==> src/rtl/mips_instr_encoder.sv <==
// Encodes MIPS instruction fields from a valid/ready stream into imem words.
// Define MIPS_ENC_DELAY_SLOT_EN to append a nop after every branch/jump word.
module mips_instr_encoder #(
    parameter int ADDR_W = 6
) (
    input  logic              clk,
    input  logic              reset,
    input  logic              clear,
    input  logic              in_valid,
    output logic              in_ready,
    input  logic              in_last,
    input  logic [3:0]        kind,
    input  logic [4:0]        rs,
    input  logic [4:0]        rt,
    input  logic [4:0]        rd,
    input  logic [4:0]        shamt,
    input  logic [5:0]        funct,
    input  logic [15:0]       imm,
    input  logic [25:0]       target,
    output logic              imem_we,
    output logic [ADDR_W-1:0] imem_addr,
    output logic [31:0]       imem_wd,
    output logic [ADDR_W:0]   count,
    output logic              done,
    output logic              full,
    output logic              err
);

`ifdef MIPS_ENC_DELAY_SLOT_EN
    localparam bit DS = 1'b1;
`else
    localparam bit DS = 1'b0;
`endif

    localparam logic [ADDR_W-1:0] AMAX  = '1;
    localparam logic [ADDR_W-1:0] AONE  = 1;
    localparam logic [ADDR_W:0]   CONE  = 1;

    typedef enum logic [2:0] {
        IDLE, WRITE, SLOT, DONE, FULL, ERR
    } state_t;

    state_t            state;
    logic [ADDR_W-1:0] addr;
    logic [31:0]       word;
    logic              last_r;
    logic              br_r;

    logic [31:0] enc_word;
    logic        enc_ok;
    logic        is_br;

    always_comb begin
        enc_word = '0;
        enc_ok   = 1'b1;
        is_br    = 1'b0;
        case (kind)
            4'd0: enc_word = {6'b000000, rs, rt, rd, shamt, funct};
            4'd1: enc_word = {6'b100011, rs, rt, imm};
            4'd2: enc_word = {6'b101011, rs, rt, imm};
            4'd3: begin
                enc_word = {6'b000100, rs, rt, imm};
                is_br    = 1'b1;
            end
            4'd4: enc_word = {6'b001000, rs, rt, imm};
            4'd5: begin
                enc_word = {6'b000010, target};
                is_br    = 1'b1;
            end
            4'd6: enc_word = {6'b001111, 5'd0, rt, imm};
            4'd7: enc_word = {6'b001010, rs, rt, imm};
            4'd8: begin
                enc_word = {6'b000110, rs, 5'd0, imm};
                is_br    = 1'b1;
            end
            default: enc_ok = 1'b0;
        endcase
    end

    always_ff @(posedge clk) begin
        if (reset || clear) begin
            state  <= IDLE;
            addr   <= '0;
            count  <= '0;
            done   <= 1'b0;
            full   <= 1'b0;
            err    <= 1'b0;
            word   <= '0;
            last_r <= 1'b0;
            br_r   <= 1'b0;
        end else begin
            case (state)
                IDLE: begin
                    if (in_valid) begin
                        if (enc_ok) begin
                            word   <= enc_word;
                            last_r <= in_last;
                            br_r   <= is_br;
                            state  <= WRITE;
                        end else begin
                            err   <= 1'b1;
                            state <= ERR;
                        end
                    end
                end
                WRITE, SLOT: begin
                    count <= count + CONE;
                    // Address saturates at the top word; no wrap.
                    if (addr != AMAX)
                        addr <= addr + AONE;
                    else
                        full <= 1'b1;
                    if (DS && state == WRITE && br_r && addr != AMAX) begin
                        word  <= '0;
                        state <= SLOT;
                    end else if (last_r) begin
                        done  <= 1'b1;
                        state <= DONE;
                    end else if (addr == AMAX) begin
                        state <= FULL;
                    end else begin
                        state <= IDLE;
                    end
                end
                default: ;
            endcase
        end
    end

    assign in_ready  = (state == IDLE);
    assign imem_we   = (state == WRITE || state == SLOT) && !reset && !clear;
    assign imem_addr = addr;
    assign imem_wd   = word;

endmodule

==> config.mk <==
export PLATFORM = sky130hd
export DESIGN_NAME = mips_instr_encoder
export DESIGN_NICKNAME = d
export VERILOG_FILES = /design/src/rtl/mips_instr_encoder.sv
export SDC_FILE = /design/constraint.sdc
export NUM_CORES = 1
export LEC_CHECK = 0
export BUFFER_PORTS_ARGS = -buffer_cell sky130_fd_sc_hd__buf_4
export CAP_MARGIN = 40
export CORE_AREA = 10 10 106 79
export DETAILED_ROUTE_END_ITERATION = 10
export DIE_AREA = 0 0 116 89
export GPL_TIMING_DRIVEN = 0
export PLACE_DENSITY = 0.71
export SETUP_SLACK_MARGIN = 0.05
export SYNTH_ARGS = -nofsm -noshare
export SYNTH_HDL_FRONTEND = slang
export SYNTH_SLANG_ARGS = --single-unit
==> constraint.sdc <==
create_clock -name clk -period 2.96 [get_ports clk]
set_input_delay 0.148 -clock clk [delete_from_list [all_inputs] [get_ports clk]]
set_output_delay 0.148 -clock clk [all_outputs]
set_load 0.01 [all_outputs]
==> results of run 1 <==
sequential cells by signal, summed over array words and instances, names as in the netlist:
register,cells
count,7
done,1
imem_wd,31
err,1
full,1
last_r,1
state,3
imem_addr,6
final cells by class:
cell class	count	area (um^2)	share of cell area, %
Inverter	1	3.754	0.1037
Multi-Input combinational cell	209	1350	37.28
Clock buffer	5	68.82	1.900
Timing Repair Buffer	124	930.9	25.71
Clock inverter	2	37.54	1.037
Buffer	22	107.6	2.972
Sequential cell	51	1021	28.20
Tap cell	81	101.3	2.799
kinds of logic (layout without fill, tap and decap cells):
kind of cell	after synthesis	in the layout	synth area share, %
compound gates	88	88	26.61
xor+xnor	10	10	3.831
fa+ha+maj	2	2	1.008
buf+inv	23	154	4.486
flops	51	51	41.13
mux	7	7	2.823
other cells	1	1	0.1511
simple gates	101	101	19.96
worst paths after layout:
kind              startpoint         end  depth (start not counted)
setup / recovery    state[0]     imem_we                          5
hold / removal        imm[6]  imem_wd[6]                          3
setup reg to reg    state[0]  imem_wd[3]                          5
hold reg to reg          err         err                          2
power groups by stage:
stage | combinational [W] | clock [W] | sequential [W]
floorplan | 0.000139 | 0 | 0.000738
global placement | 0.000289 | 0 | 0.000731
detailed placement | 0.000293 | 0 | 0.000732
CTS | 0.000294 | 0.000481 | 0.000716
global route | 0.000322 | 0.000502 | 0.000719
finish | 0.000292 | 0.000467 | 0.000716
worst register-to-register path, stage by stage (launching register included):
cell,delay (ns)
dfxtp_1,0.40
nor4b_4,0.43
nand2_1,0.33
clkbuf_1,0.35
a221oi_1,0.29
nor2_1,0.08
stage by stage:
| stage | cell area, um^2 | utilization, % | worst slack, ns |
|---|---|---|---|
| floorplan | 2482 | - | 1.393 |
| global route | 3621 | 55.65 | 0.7793 |
| finish | 3621 | 55.65 | 0.9317 |
| detailed placement | 3515 | 54.02 | 1.003 |
| CTS | 3621 | 55.65 | 0.9489 |
| global placement | 3515 | 54.02 | 1.012 |
cells in the final DEF (no fill, tap or decap), types with 7 or more instances in the layout:
| master | count |
|---|---|
| a21oi_1 | 10 |
| a221oi_1 | 21 |
| a22o_1 | 16 |
| buf_4 | 125 |
| clkbuf_1 | 14 |
| dfxtp_1 | 51 |
| mux2i_1 | 7 |
| nand2_1 | 12 |
| nor2_1 | 52 |
| nor3_1 | 8 |
| o21ai_0 | 22 |
| xnor2_1 | 8 |
per-layer routing:
layer  vias up  part of all wire (%)  track usage, %
met1      1216                    45           19.45
met4         0                  0.57           3.737
met5         -                     0               0
met2        90                    44           26.17
met3         2                    10           5.902
li1       1309                     -               -
==> flow_metrics.py, run 1 <==
metrics = {
    "die": {
        "io_pins": 127,
        "initial_core_util_pct": 38.15,
        "die-area_um2": 10320,
        "fp.dieH_um": 89,
        "die_w_um": 116,
        "core_area_um2": 6506,
        "rows": 25,
    },
    "logic_synthesis": {
        "syn-cell-area_um2": 2482,
        "ys_ff_latch": 51,
        "synth_most_common_cell": "nor2_1",
        "yosysWarnings": 0,
        "netlist.area_leader.share_pct": 41.13,
        "synthTopCellsByCount": "52 x nor2_1, 51 x dfxtp_1, 22 x o21ai_0",
        "synthCells": 283,
        "synthFlopType": "dfxtp_1",
        "postSynthAreaPerCell_um2": 8.772,
        "netlist_top_cells_area": "dfxtp_1 41%, nor2_1 7.9%, a221oi_1 7.4%",
        "synth_fp_nets": 362,
        "synthArstFlopShare_pct": 0,
        "ys_types": 47,
        "synth_top_area_cell": "dfxtp_1",
        "ys_seq_area_share_pct": 41.13,
        "synth_edf_count": 0,
    },
    "placed_design": {
        "io_buffer_count": 124,
        "hpwl_um": 6705,
        "place_congestion": 0.8229,
        "dp_cells": 488,
    },
    "global_route": {
        "grt_pass1_wl_um": 13320,
        "grt_pass1_vias": 2698,
        "grt_use_total_pct": 15.93,
        "grt_max_degree": 16,
        "antenna_found_initial": 0,
        "overflow": 0,
    },
    "clock_network": {
        "cts_tree": "done",
        "cts_root_buf": "clkbuf_8",
        "clkSinkCount": 51,
        "cts_buffers": 5,
        "ctsResizeCount": 0,
        "clockBufferDepth": 2,
        "ctsHoldBuffers": 0,
        "post-cts-setup-buffers": 0,
        "clkTransAtPathRegs_ns": 0.10,
        "clk-insertion-delay-late_ns": 0.30,
        "h-tree-depth": 2,
    },
    "routing": {
        "num_vias": 2617,
        "wl_um": 8379,
        "drc": 0,
        "postRouteAntennaNets": 0,
        "drt_iter0_drc": 95,
        "drt-pass1-iter-count": 4,
        "avgViaCountPerCell": 5.287,
        "wire_per_inst_um": 16.93,
    },
    "critical_path": {
        "r2r_slack_ns": 0.96,
        "critPathMaxFanout": 9,
        "cp-start-kind": "flip-flop",
        "timing_worst_setup_path_type": "reg2out",
        "path_buf_inv": 2,
        "critPathRequiredTime_ns": 2.81,
        "path_cells": "xnor2_2 -> or2_2 -> clkbuf_1 -> nor2_1 -> buf_4",
        "worst_setup_path_end_kind": "output port",
        "slowest_stage": "xnor2_2",
        "slowest_delay_ns": 0.49,
        "critPathTopFamily": "XOR/XNOR gates",
        "cp_data_arrival_time_ns": 1.88,
    },
    "power_and_ir_drop": {
        "peakVddDrop_mv": 0.1995,
        "p_comb_share_pct": 19.8,
        "netSwitchingFraction_pct": 25.21,
        "p_int_w": 0.001104,
        "finalPower_w": 0.001476,
        "power_density_nw_per_um2": 407.5,
        "clkPwrFrac_pct": 31.7,
        "p_sw_w": 0.0003720,
        "static-leakage-power_nw": 1.611,
        "pwr-share-seq_pct": 48.5,
    },
    "status": {
        "run_status": "complete, no violations",
    },
    "sta": {
        "finalMaxSlewViolations": 0,
        "finClkSkew_ns": 0.01288,
        "setup-tns-final_ns": 0,
        "finalCriticalPeriod_ns": 2.028,
        "finalSetupViolCount": 0,
        "fmax_mhz": 493.0,
        "rsz0062_at_grt": "no",
        "fin_crit_sh_pct": 68.52,
        "hold_violations": 0,
        "slew_headroom_pct": 57.37,
        "worst_slew_pin_slew_ns": 0.6371,
        "hold_ws_ns": 0.1075,
    },
    "finish": {
        "diodes": 0,
        "drive_gt1_share_pct": 35.27,
        "final_cells": 495,
        "layout.nets": 493,
        "area_delta_synth_final_pct": 45.87,
        "fillers": 630,
    },
    "job": {
        "drv_cap": 0,
    },
    "hold_path": {
        "hp-class": "in2reg",
    },
}
No activity file was read; power rests on OpenSTA's default activity.
==> run 2: changes to the inputs <==
--- a/config.mk
+++ b/config.mk
@@ -5,13 +5,14 @@
 export SDC_FILE = /design/constraint.sdc
 export NUM_CORES = 1
 export LEC_CHECK = 0
+export ABC_AREA = 1
 export BUFFER_PORTS_ARGS = -buffer_cell sky130_fd_sc_hd__buf_4
 export CAP_MARGIN = 40
-export CORE_AREA = 10 10 106 79
+export CORE_AREA = 10 10 115 86
 export DETAILED_ROUTE_END_ITERATION = 10
-export DIE_AREA = 0 0 116 89
+export DIE_AREA = 0 0 125 96
 export GPL_TIMING_DRIVEN = 0
-export PLACE_DENSITY = 0.71
+export PLACE_DENSITY = 0.67
 export SETUP_SLACK_MARGIN = 0.05
 export SYNTH_ARGS = -nofsm -noshare
 export SYNTH_HDL_FRONTEND = slang
==> constraint.sdc (replaced) <==
create_clock -name clk -period 1.96 [get_ports clk]
set_input_delay 0.098 -clock clk [delete_from_list [all_inputs] [get_ports clk]]
set_output_delay 0.098 -clock clk [all_outputs]
set_load 0.01 [all_outputs]
==> run 2 against run 1 <==
Effect of this change: synthesized area rose by 20%; clock skew down 0.0070 ns; clock power is 34% higher; critical path type is now reg2reg; critical endpoint is now imem_addr[5]; largest cell class unchanged.
==> flow_metrics.py, run 2 <==
metrics = {
    "routing": {
        "drt_iter0_drc": 242,
        "postRouteAntennaNets": 0,
        "drt-pass1-iter-count": 4,
        "wire_per_inst_um": 13.69,
        "wl_um": 9676,
        "drc": 0,
        "avgViaCountPerCell": 4.594,
        "num_vias": 3248,
    },
    "power_and_ir_drop": {
        "static-leakage-power_nw": 2.094,
        "peakVddDrop_mv": 0.3012,
        "power_density_nw_per_um2": 541.6,
    },
    "finish": {
        "largest_register_ffs": 31,
        "utilization_pct": 53.67,
        "final_common_cell": "nand2_1",
        "fillers": 814,
        "final_cell_mix": "147 x nand2_1, 127 x buf_4, 72 x nor2_1",
        "drive_gt1_share_pct": 30.20,
        "area_delta_synth_final_pct": 38.71,
        "layout.nets": 684,
        "diodes": 0,
    },
    "clock_network": {
        "ctsHoldBuffers": 0,
        "ctsResizeCount": 0,
        "cts_tree": "done",
        "post-cts-setup-buffers": 0,
        "clk-insertion-delay-late_ns": 0.30,
        "cts_buffers": 5,
        "cts_root_buf": "clkbuf_8",
        "clkSinkCount": 51,
        "clkTransAtPathRegs_ns": 0.10,
        "h-tree-depth": 2,
        "clockBufferDepth": 2,
    },
    "die": {
        "rows": 27,
        "initial_core_util_pct": 38.69,
        "fp.dieH_um": 96,
        "die_w_um": 125,
        "core_area_um2": 7702,
        "die-area_um2": 12000,
        "io_pins": 127,
    },
    "logic_synthesis": {
        "synth_fp_nets": 552,
        "ys_ff_latch": 51,
        "postSynthAreaPerCell_um2": 6.301,
        "netlist.area_leader.share_pct": 34.26,
        "ys_types": 27,
        "yosysWarnings": 0,
        "synth_most_common_cell": "nand2_1",
        "syn-cell-area_um2": 2980,
        "netlist_top_cells_area": "dfxtp_1 34%, nand2_1 19%, nor2_1 9.1%",
        "ys_seq_area_share_pct": 34.26,
        "synthFlopType": "dfxtp_1",
        "synth_edf_count": 0,
        "synth_top_area_cell": "dfxtp_1",
        "synthTopCellsByCount": "147 x nand2_1, 72 x nor2_1, 65 x inv_1",
        "synthCells": 473,
        "synthArstFlopShare_pct": 0,
    },
    "global_route": {
        "grt_use_total_pct": 15.54,
        "antenna_found_initial": 0,
        "grt_pass1_vias": 3090,
        "grt_max_degree": 17,
        "overflow": 0,
        "grt_pass1_wl_um": 15470,
    },
    "critical_path": {
        "cp-start-kind": "flip-flop",
        "crit_cells": 6,
        "timing_worst_setup_path_type": "reg2reg",
        "worst_setup_path_end_kind": "flip-flop",
        "reg2reg_from": "state[2]",
        "critPathMaxFanout": 9,
        "worstRegToRegCells": 6,
        "r2r-end": "imem_addr[5]",
        "slowest_stage": "nor2_1",
        "path_buf_inv": 1,
        "crit_path_start": "state[2]",
        "cp_data_arrival_time_ns": 1.78,
        "r2r_slack_ns": 0.36,
        "crit_end": "imem_addr[5]",
        "path_cells": "inv_1 -> nand2_1 -> nor2_1 -> nand2_1 -> nand2_1 -> a21oi_1",
        "critPathTopFamily": "simple AND/OR/NAND/NOR gates",
        "cp_common_cell": "nand2_1",
        "critPathRequiredTime_ns": 2.14,
        "slowest_delay_ns": 0.49,
    },
    "sta": {
        "fmax_mhz": 623.8,
        "finalSetupViolCount": 0,
        "rsz0062_at_grt": "no",
        "setup-tns-final_ns": 0,
        "finalMaxSlewViolations": 0,
        "finClkSkew_ns": 0.005906,
        "worst_slew_pin_slew_ns": 0.6800,
        "fin_crit_sh_pct": 81.79,
        "hold_ws_ns": 0.03768,
        "finalCriticalPeriod_ns": 1.603,
        "hold_violations": 0,
        "slew_headroom_pct": 54.19,
    },
    "placed_design": {
        "place_congestion": 0.8030,
        "io_buffer_count": 125,
        "hpwl_um": 7701,
    },
    "hold_path": {
        "hp-class": "in2reg",
    },
    "job": {
        "drv_cap": 0,
    },
    "status": {
        "run_status": "complete, no violations",
    },
}
[run 2: changes by cell type after synthesis, moves of 16 or more]
| cell | previous run | this run |
|---|---|---|
| nand2_1 | 12 | 147 |
| inv_1 | 1 | 65 |
| nand3_1 | 4 | 43 |
| a221oi_1 | 21 | 0 |
| a21oi_2 | 0 | 20 |
| nor2_1 | 52 | 72 |
| a22o_1 | 16 | 0 |
[run 2: layer usage]
layer  share of wire [%]  GRT usage, %  vias to the layer above
met4                0.79         3.824                        0
met3                 6.1         4.119                        4
met5                   0             0                        -
li1                    -             -                     1714
met2                  44         24.13                       92
met1                  49         21.07                     1438
[run 2: cell type report]
cell class / instances / area [um^2] / area share, %
buffer: 18 / 130.1 / 3.148
multi-input combinational: 337 / 1578 / 38.17
sequential: 51 / 1021 / 24.70
timing repair buffer: 125 / 938.4 / 22.70
clock buffer: 5 / 68.82 / 1.665
inverter: 67 / 251.5 / 6.084
clock inverter: 3 / 20.02 / 0.4843
tap: 101 / 126.4 / 3.057
[run 2: cells by family (layout without fill, tap and decap cells)]
| logic type | Yosys count | in the layout | share of synthesized area, % |
|---|---|---|---|
| AO/OA/AOI/OAI | 53 | 53 | 11.46 |
| flip-flops | 51 | 51 | 34.26 |
| adder cells (fa/ha/maj) | 2 | 2 | 0.8395 |
| other | 1 | 1 | 0.1258 |
| AND/OR/NAND/NOR | 277 | 277 | 39.34 |
| buffers and inverters | 85 | 218 | 12.80 |
| XOR/XNOR | 4 | 4 | 1.176 |
[run 2: worst register-to-register path, delay by kind of cell (launching register included)]
kind / cells / cell delay (ns)
AO/OA/AOI/OAI: 1 / 0.06
buffers and inverters: 1 / 0.15
AND/OR/NAND/NOR: 4 / 0.95
flip-flops: 1 / 0.32
[run 2: how the worst min path moves through the flow]
stage                     startpoint           to  cells past startpoint
after global placement       in_last       last_r                      3
final                        in_last       last_r                      3
after CTS                    in_last       last_r                      3
after global routing         in_last       last_r                      3
after detailed placement     in_last       last_r                      3
after floorplan                rt[0]  imem_wd[16]                      2
[run 2: power by group]
group          switching [W]  total [W]  internal, W
Combinational       0.000286   0.000529     0.000243
Sequential         0.0000191    0.00109      0.00107
Clock               0.000374   0.000624     0.000250
[run 2: metrics by stage]
stage,worst slack (ns),power [W],instance area [um^2],std cells
final,0.3570,0.002239,4134,707
after global routing,0.1136,0.002363,4134,707
after CTS,0.3547,0.002262,4134,707
after detailed placement,0.3645,0.001643,4045,699
after global placement,0.3778,0.001633,4045,699
after floorplan,0.6222,0.001396,2980,473
